File: config.mk
export PLATFORM = sky130hd
export DESIGN_NAME = bin2bcd_seq
export DESIGN_NICKNAME = d
export VERILOG_FILES = /design/src/rtl/bin2bcd_pkg.sv /design/src/rtl/bcd_digit_adj.sv /design/src/rtl/bin2bcd_seq.sv
export SDC_FILE = /design/constraint.sdc
export NUM_CORES = 1
export LEC_CHECK = 0
export CAP_MARGIN = 15
export CORE_MARGIN = 3
export CORE_UTILIZATION = 35
export CTS_CLUSTER_SIZE = 12
export DETAILED_ROUTE_END_ITERATION = 10
export GPL_ROUTABILITY_DRIVEN = 1
export HOLD_SLACK_MARGIN = 0.1
export SLEW_MARGIN = 20
export SYNTH_ARGS = -nofsm -noshare
export SYNTH_HDL_FRONTEND = slang
export SYNTH_SLANG_ARGS = --single-unit
export TNS_END_PERCENT = 1
File: constraint.sdc
create_clock -name clk -period 3.4 [get_ports clk]
set_input_delay 1.02 -clock clk [delete_from_list [all_inputs] [get_ports clk]]
set_output_delay 1.02 -clock clk [all_outputs]
set_load 0.01 [all_outputs]
File: src/rtl/bin2bcd_pkg.sv
// Shared types and elaboration helpers for the sequential binary-to-BCD converter.
package bin2bcd_pkg;

  typedef enum logic [1:0] {
    IDLE  = 2'd0,
    SHIFT = 2'd1,
    DONE  = 2'd2
  } state_t;

  localparam int BCD_DIGIT_W = 4;

  // Decimal digits needed to represent the largest w-bit unsigned value.
  function automatic int min_digits(input int w);
    longint unsigned v;
    int              d;
    v = (64'd1 << w) - 64'd1;
    d = 1;
    while (v >= 64'd10) begin
      v = v / 64'd10;
      d++;
    end
    return d;
  endfunction

  function automatic int ceil_log2(input int n);
    int r;
    r = 0;
    while ((1 << r) < n) r++;
    return r;
  endfunction

endpackage

File: src/rtl/bcd_digit_adj.sv
// One double-dabble correction step: add 3 to a BCD digit that is 5 or more.
module bcd_digit_adj (
  input  logic [3:0] i_digit,
  output logic [3:0] o_digit
);

  assign o_digit = (i_digit >= 4'd5) ? i_digit + 4'd3 : i_digit;

endmodule

File: src/rtl/bin2bcd_seq.sv
// Iterative (one bit per clock) binary-to-BCD converter with valid/ready on both sides.
// Define BIN2BCD_SEQ_BLANK_EN to generate the registered leading-zero mask on lead_blank.
module bin2bcd_seq
  import bin2bcd_pkg::*;
#(
  parameter int W      = 16,
  parameter int DIGITS = 5
) (
  input  logic                          clk,
  input  logic                          rst_n,
  input  logic                          in_valid,
  output logic                          in_ready,
  input  logic [W-1:0]                  bin,
  output logic                          out_valid,
  input  logic                          out_ready,
  output logic [BCD_DIGIT_W*DIGITS-1:0] bcd,
  output logic                          busy,
  output logic [DIGITS-1:0]             lead_blank
);

  localparam int BW    = BCD_DIGIT_W * DIGITS;
  localparam int CNT_W = ceil_log2(W + 1);

  generate
    if (W < 4 || W > 32) begin : g_bad_width
      $error("bin2bcd_seq: W=%0d outside 4..32", W);
    end
    if (DIGITS < min_digits(W)) begin : g_bad_digits
      $error("bin2bcd_seq: DIGITS=%0d too small for W=%0d", DIGITS, W);
    end
  endgenerate

  state_t           r_state;
  state_t           w_state_next;
  logic [W-1:0]     r_sr;
  logic [BW-1:0]    r_acc;
  logic [BW-1:0]    r_bcd;
  logic [CNT_W-1:0] r_cnt;
  logic [BW-1:0]    w_adj;
  logic [BW-1:0]    w_acc_shift;
  logic             w_last;

  genvar gi;
  generate
    for (gi = 0; gi < DIGITS; gi++) begin : g_adj
      bcd_digit_adj u_adj (
        .i_digit (r_acc[gi*BCD_DIGIT_W +: BCD_DIGIT_W]),
        .o_digit (w_adj[gi*BCD_DIGIT_W +: BCD_DIGIT_W])
      );
    end
  endgenerate

  // Top accumulator bit falls off here; DIGITS guarantees it is always zero.
  assign w_acc_shift = {w_adj[BW-2:0], r_sr[W-1]};
  assign w_last      = (r_cnt == CNT_W'(1));

  always_ff @(posedge clk or negedge rst_n) begin
    if (!rst_n) r_state <= IDLE;
    else        r_state <= w_state_next;
  end

  always_comb begin
    w_state_next = r_state;
    case (r_state)
      IDLE:    if (in_valid)  w_state_next = SHIFT;
      SHIFT:   if (w_last)    w_state_next = DONE;
      DONE:    if (out_ready) w_state_next = IDLE;
      default: w_state_next = IDLE;
    endcase
  end

  always_comb begin
    in_ready  = (r_state == IDLE);
    out_valid = (r_state == DONE);
    busy      = (r_state == SHIFT) || (r_state == DONE);
  end

  always_ff @(posedge clk or negedge rst_n) begin
    if (!rst_n) begin
      r_sr  <= '0;
      r_acc <= '0;
      r_cnt <= '0;
      r_bcd <= '0;
    end else begin
      case (r_state)
        IDLE: begin
          if (in_valid) begin
            r_sr  <= bin;
            r_acc <= '0;
            r_cnt <= CNT_W'(W);
          end
        end
        SHIFT: begin
          r_sr  <= {r_sr[W-2:0], 1'b0};
          r_acc <= w_acc_shift;
          r_cnt <= r_cnt - CNT_W'(1);
          if (w_last) r_bcd <= w_acc_shift;
        end
        default: ;
      endcase
    end
  end

  assign bcd = r_bcd;

`ifdef BIN2BCD_SEQ_BLANK_EN
  logic [DIGITS-1:0] r_blank;
  logic [DIGITS-1:0] w_blank_next;

  // Digit k is blank when it and every digit above it are zero; the ones digit never is.
  generate
    for (gi = 0; gi < DIGITS; gi++) begin : g_blank
      if (gi == 0) begin : g_ones
        assign w_blank_next[gi] = 1'b0;
      end else begin : g_upper
        assign w_blank_next[gi] = (w_acc_shift[BW-1:gi*BCD_DIGIT_W] == '0);
      end
    end
  endgenerate

  always_ff @(posedge clk or negedge rst_n) begin
    if (!rst_n)                           r_blank <= '0;
    else if (r_state == SHIFT && w_last)  r_blank <= w_blank_next;
  end

  assign lead_blank = r_blank;
`else
  assign lead_blank = '0;
`endif

endmodule

# --- Word-level counts from Yosys, hierarchy flattened ---
# Index checks and enable logic that the tools add are counted.
word_totals:
  regBits: 63
  input_bits: 20
  elab_cells: 43
  output_inout_bits: 28
op_classes:
  eq_ne: 6
  order_cmp: 5
  reduce_logical: 6
  n_mux: 15
  addsub: 6
ops:
  columns: ["operator", "count"]
  rows:
  - ["$pmux 20 s2", 1]
  - ["$pmux 16 s2", 1]
  - ["$ge 4x3->1 const B", 5]
  - ["$mux 20", 1]
  - ["$add 4x2->4 const B", 4]
  - ["$mux 16", 1]
  - ["$mux 4", 4]
  - ["$pmux 5 s2", 1]
  - ["$mux 2", 3]
  - ["$pmux 2 s3", 1]
  - ["$eq 5x1->1 const B", 1]
  - ["$mux 5", 1]
  - ["$sub 5x1->5 const B", 1]
  - ["$ne 2x2->1 const B", 2]
  - ["$reduce_and 2->1", 2]
  - ["$add 3x2->3 const B", 1]
  - ["$mux 3", 1]
  - ["$reduce_and 3->1", 1]
  - ["$eq 2x1->1 const B", 1]
  - ["$eq 2x2->1 const B", 1]
  - ["$logic_not 2->1", 1]
  - ["$ne 2x1->1 const B", 1]
  - ["$reduce_bool 2->1", 1]
  - ["$logic_or 1x1->1", 1]

# --- Longest topological paths before layout ---
depth:
  depth_word: 3
  ltp_mapped: 8
  ltp_nobuf: 6

# --- Cells and area by module ---
# From an unflattened synthesis, not the netlist that was laid out.
unflattened:
  hier_cells: 287
  hier_area_um2: 3231.8
modules_own_cells:
  columns: ["module", "seq_area_each_um2", "cells_per_inst", "area_per_inst_um2", "instances"]
  rows:
  - ["bin2bcd_seq", 1576.5, 207, 2725.1, 1]
  - ["bcd_digit_adj", 0.0, 16, 101.3, 5]

# --- Least setup slack after synthesis ---
# No wires, ideal clock.
synth_timing:
  path_type: "input to register"
  startpoint: "in in_valid"
  endpoint: "reg r_acc[12]"
  n_path_buf: 2
  arrival_ns: 1.896
  required_ns: 3.260
  setup_slack_ns: 1.364
  setup_ns: 0.140
  path_stages: 5
  cell_sequence: "nand2b_1 -> nand2_1 -> clkbuf_1 -> clkbuf_1 -> o22ai_1"
synth_between:
  elab_chain_cells: 2
synth_lines:
  columns: ["element", "line", "source"]
  rows:
  - ["from (decl)", "bin2bcd_seq.sv:11", "input logic in_valid,"]
  - ["$ne 2x2->1 (no line)", null, null]
  - ["$reduce_and 2->1 (no line)", null, null]
  - ["to (signal assigned)", "bin2bcd_seq.sv:95", "r_acc <= w_acc_shift;"]
  - ["to (decl)", "bin2bcd_seq.sv:36", "logic [BW-1:0] r_acc;"]
# Every way passes these cells.
# A chain may end at the register's enable or synchronous reset.

# --- Worst setup path in the final report ---
layout_timing:
  startpoint: "reg r_state[1]"
  endpoint: "out in_ready"
layout_between:
  elab_chain_cells: 1
layout_lines:
  columns: ["element", "line", "source"]
  rows:
  - ["from (decl)", "bin2bcd_seq.sv:33", "state_t r_state;"]
  - ["from (signal assigned)", "bin2bcd_seq.sv:59", "else r_state <= w_state_next;"]
  - ["$logic_not 2->1", "bin2bcd_seq.sv:73", "in_ready = (r_state == IDLE);"]
  - ["to (decl)", "bin2bcd_seq.sv:12", "output logic in_ready,"]
# Every way passes these cells.

==> results by group <==
Status
  • Status: finished, final reports clean

Layout
  • Commonest cells after routing, fill and taps aside: dfrtp_1 (63), nand2_1 (45), clkdlybuf4s50_1 (41)
  • Nets: 381
  • Commonest non-fill, non-tap cell in the layout: dfrtp_1
  • Layout Utilization: 0.460
  • Antenna cells: 0
  • Layout cells sized above 1: 0.0969
  • Fill count: 802
  • Area growth from synthesis to layout: 24.6%

Timing
  • Clk_skew: 0.00865 ns
  • Final-report setup violation count: 0
  • Final period util: 0.798
  • Setup_tns: 0 ns
  • Top achievable clock speed: 0.369 GHz
  • RSZ-0062 raised after global routing: no
  • Hold slack: 0.477 ns
  • Crit path time final: 2.71 ns
  • Slew @ Worst Pin: 0.740 ns
  • Slew Limit Headroom: 0.507
  • Final hold violation count: 0
  • Max-slew violations: 0

Power
  • Maximum vdd drop: about 0.3 mV
  • Power Density: 961 nW/um^2
  • Static Leakage: approximately 1.7 nW
  • Pwr Total: 3.70 mW

Placement
  • Placer Congestion: 0.823
  • DP Wirelength: 4250 um
  • # port buffers: 42

Floorplanning
  • Starting Density: 0.369
  • Ports: 48
  • Die area: 10000 um^2
  • Core box area: roughly 8400 um^2
  • Die Ht: 100 um
  • # rows: 33
  • Die width: between 100 and 150 um

Synthesis
  • Syn avg cell area: between 10 and 15 um^2
  • Sequential-to-total area share from yosys stat: 0.510
  • Synth Warn #: 0
  • Largest area contributor in the netlist: dfrtp_1
  • Synthesized flop and latch total: 63
  • Most area-consuming cells after synthesis: dfrtp_1 (51%), ha_1 (6.1%), o21ai_0 (5.8%)
  • Synth cell types: 31
  • Synth Instances: 302
  • Synth top area share: 0.510
  • Mapped Area: 3090 um^2

GRT
  • First-pass GRT wire length: 10400 um
  • Pin count of the biggest net entering global routing: 34
  • GRT overflow: 0
  • Initial antenna violation count: 0
  • GR Util All Layers: 0.130
  • Number of global-route vias before repair: around 2200

Worst setup path
  • CP Data Arrival Time: 1.69 ns
  • Worst setup EP type: primary output
  • CP Launch Type: register
  • Critical Path Fanout Max: 5
  • CP Class: reg -> out
  • CP required: between 2 and 2.5 ns

Clock network
  • Cts bufs inserted: 9
  • Post-CTS resize count: 0
  • Clk pin slew, worst setup/hold paths: 0.07 ns
  • Worst skew pair latency: 0.34 ns
  • CTS max path bufs: 2
  • Post-CTS Setup Inserts: 0
  • CTS Sinks: 63
  • CTS Hold Buffers Added: 0
  • Htree depth: 3
  • CTS root buffer: clkbuf_8
  • CTS tree: yes

Run
  • Max_cap viols: 0

Drt
  • WL met3: 282 um
  • DRC: 0
  • Vias per cell: 4.91
  • Routed met1 length: 2780 um
  • 1st-pass router iterations: 4
  • Routed length per placed instance: 13.1 um
  • Routed WL: 5960 um
  • Vias post-DR: 2240
  • Max Used Layer: met4
  • Antenna Nets Post-Route: 0
  • Starting DRT DRC Count: 88
  • Met2 routed WL: 2820 um

Worst hold path
  • Type of the most critical hold path: reg -> reg
## cells in the mapped netlist (all sizes together)
| cell | count |
|---|---|
| and2 | 1 |
| o22a | 1 |
| nor3 | 1 |
| buf | 12 |
| conb | 1 |
| ha | 15 |
| dfrtp | 63 |
| a21oi | 17 |
| a32o | 5 |
| mux2i | 17 |
| nor2 | 3 |
| nand2 | 45 |
| or3 | 1 |
| a22o | 1 |
| nand2b | 6 |
| xnor2 | 5 |
| or2 | 1 |
| o22ai | 9 |
| o21ai | 49 |
| o31ai | 5 |
| nand3 | 1 |
| inv | 16 |
| or4b | 1 |
| nor3b | 10 |
| clkbuf | 7 |
| mux2 | 9 |
## final timing paths
check | startpoint | endpoint | slack, ns | cells past startpoint
max | r_state[1] | in_ready | 0.69 | 3
min | bcd[9] | bcd[9] | 0.48 | 2
max reg2reg | r_cnt[1] | bcd[7] | 1.28 | 7
min reg2reg | bcd[9] | bcd[9] | 0.48 | 2
max in group asynchronous | rst_n | bcd[7] | 1.95 | 2
min in group asynchronous | rst_n | bcd[11] | 0.75 | 1
## flip-flops by register name, indices dropped and copies added (netlist names)
name	cells
r_state	2
r_sr	16
bcd	20
r_cnt	5
r_acc	20
## through the flow
step	cell area, um^2	std cells	worst slack (ns)
final	3850	456	0.687
after global routing	3850	456	0.575
after CTS	3850	456	0.647
after detailed placement	3610	440	0.694
after global placement	3610	440	0.764
after floorplan	3110	306	1.36
## routing by layer
layer | up-vias | GRT usage
met2 | 42 | 0.210
met4 | 0 | 0.0487
met5 | - | 0
met3 | 6 | 0.0403
met1 | 1060 | 0.165
li1 | 1132 | -
## report_power, final
group | switching [mW] | internal, mW
clock network | 0.302 | 0.489
registers | 0.205 | 1.05
logic | 0.880 | 0.780
total | 1.39 | 2.32
## logic make-up after synthesis
logic type      synth area share
flops                      0.510
compound gates             0.159
buf+inv                   0.0570
other cells              0.00121
fa+ha+maj                 0.0607
simple gates               0.108
mux                       0.0902
xor+xnor                  0.0142
## cell type report
| class | instances | area, um^2 | share of cell area |
|---|---|---|---|
| Clock buffer | 9 | 124 | 0.0321 |
| Clock inverter | 7 | 121 | 0.0315 |
| Inverter | 16 | 60.1 | 0.0156 |
| Multi-Input combinational cell | 208 | 1370 | 0.355 |
| Sequential cell | 63 | 1580 | 0.409 |
| Tap cell | 105 | 131 | 0.0341 |
| Timing Repair Buffer | 48 | 473 | 0.123 |
## worst max-delay path, stage by stage, from the launching register on
cell and delay (ns):
dfrtp_1 0.40, inv_1 0.08, ha_1 0.29, clkdlybuf4s50_1 0.59
(Power assumes the default switching activity.)
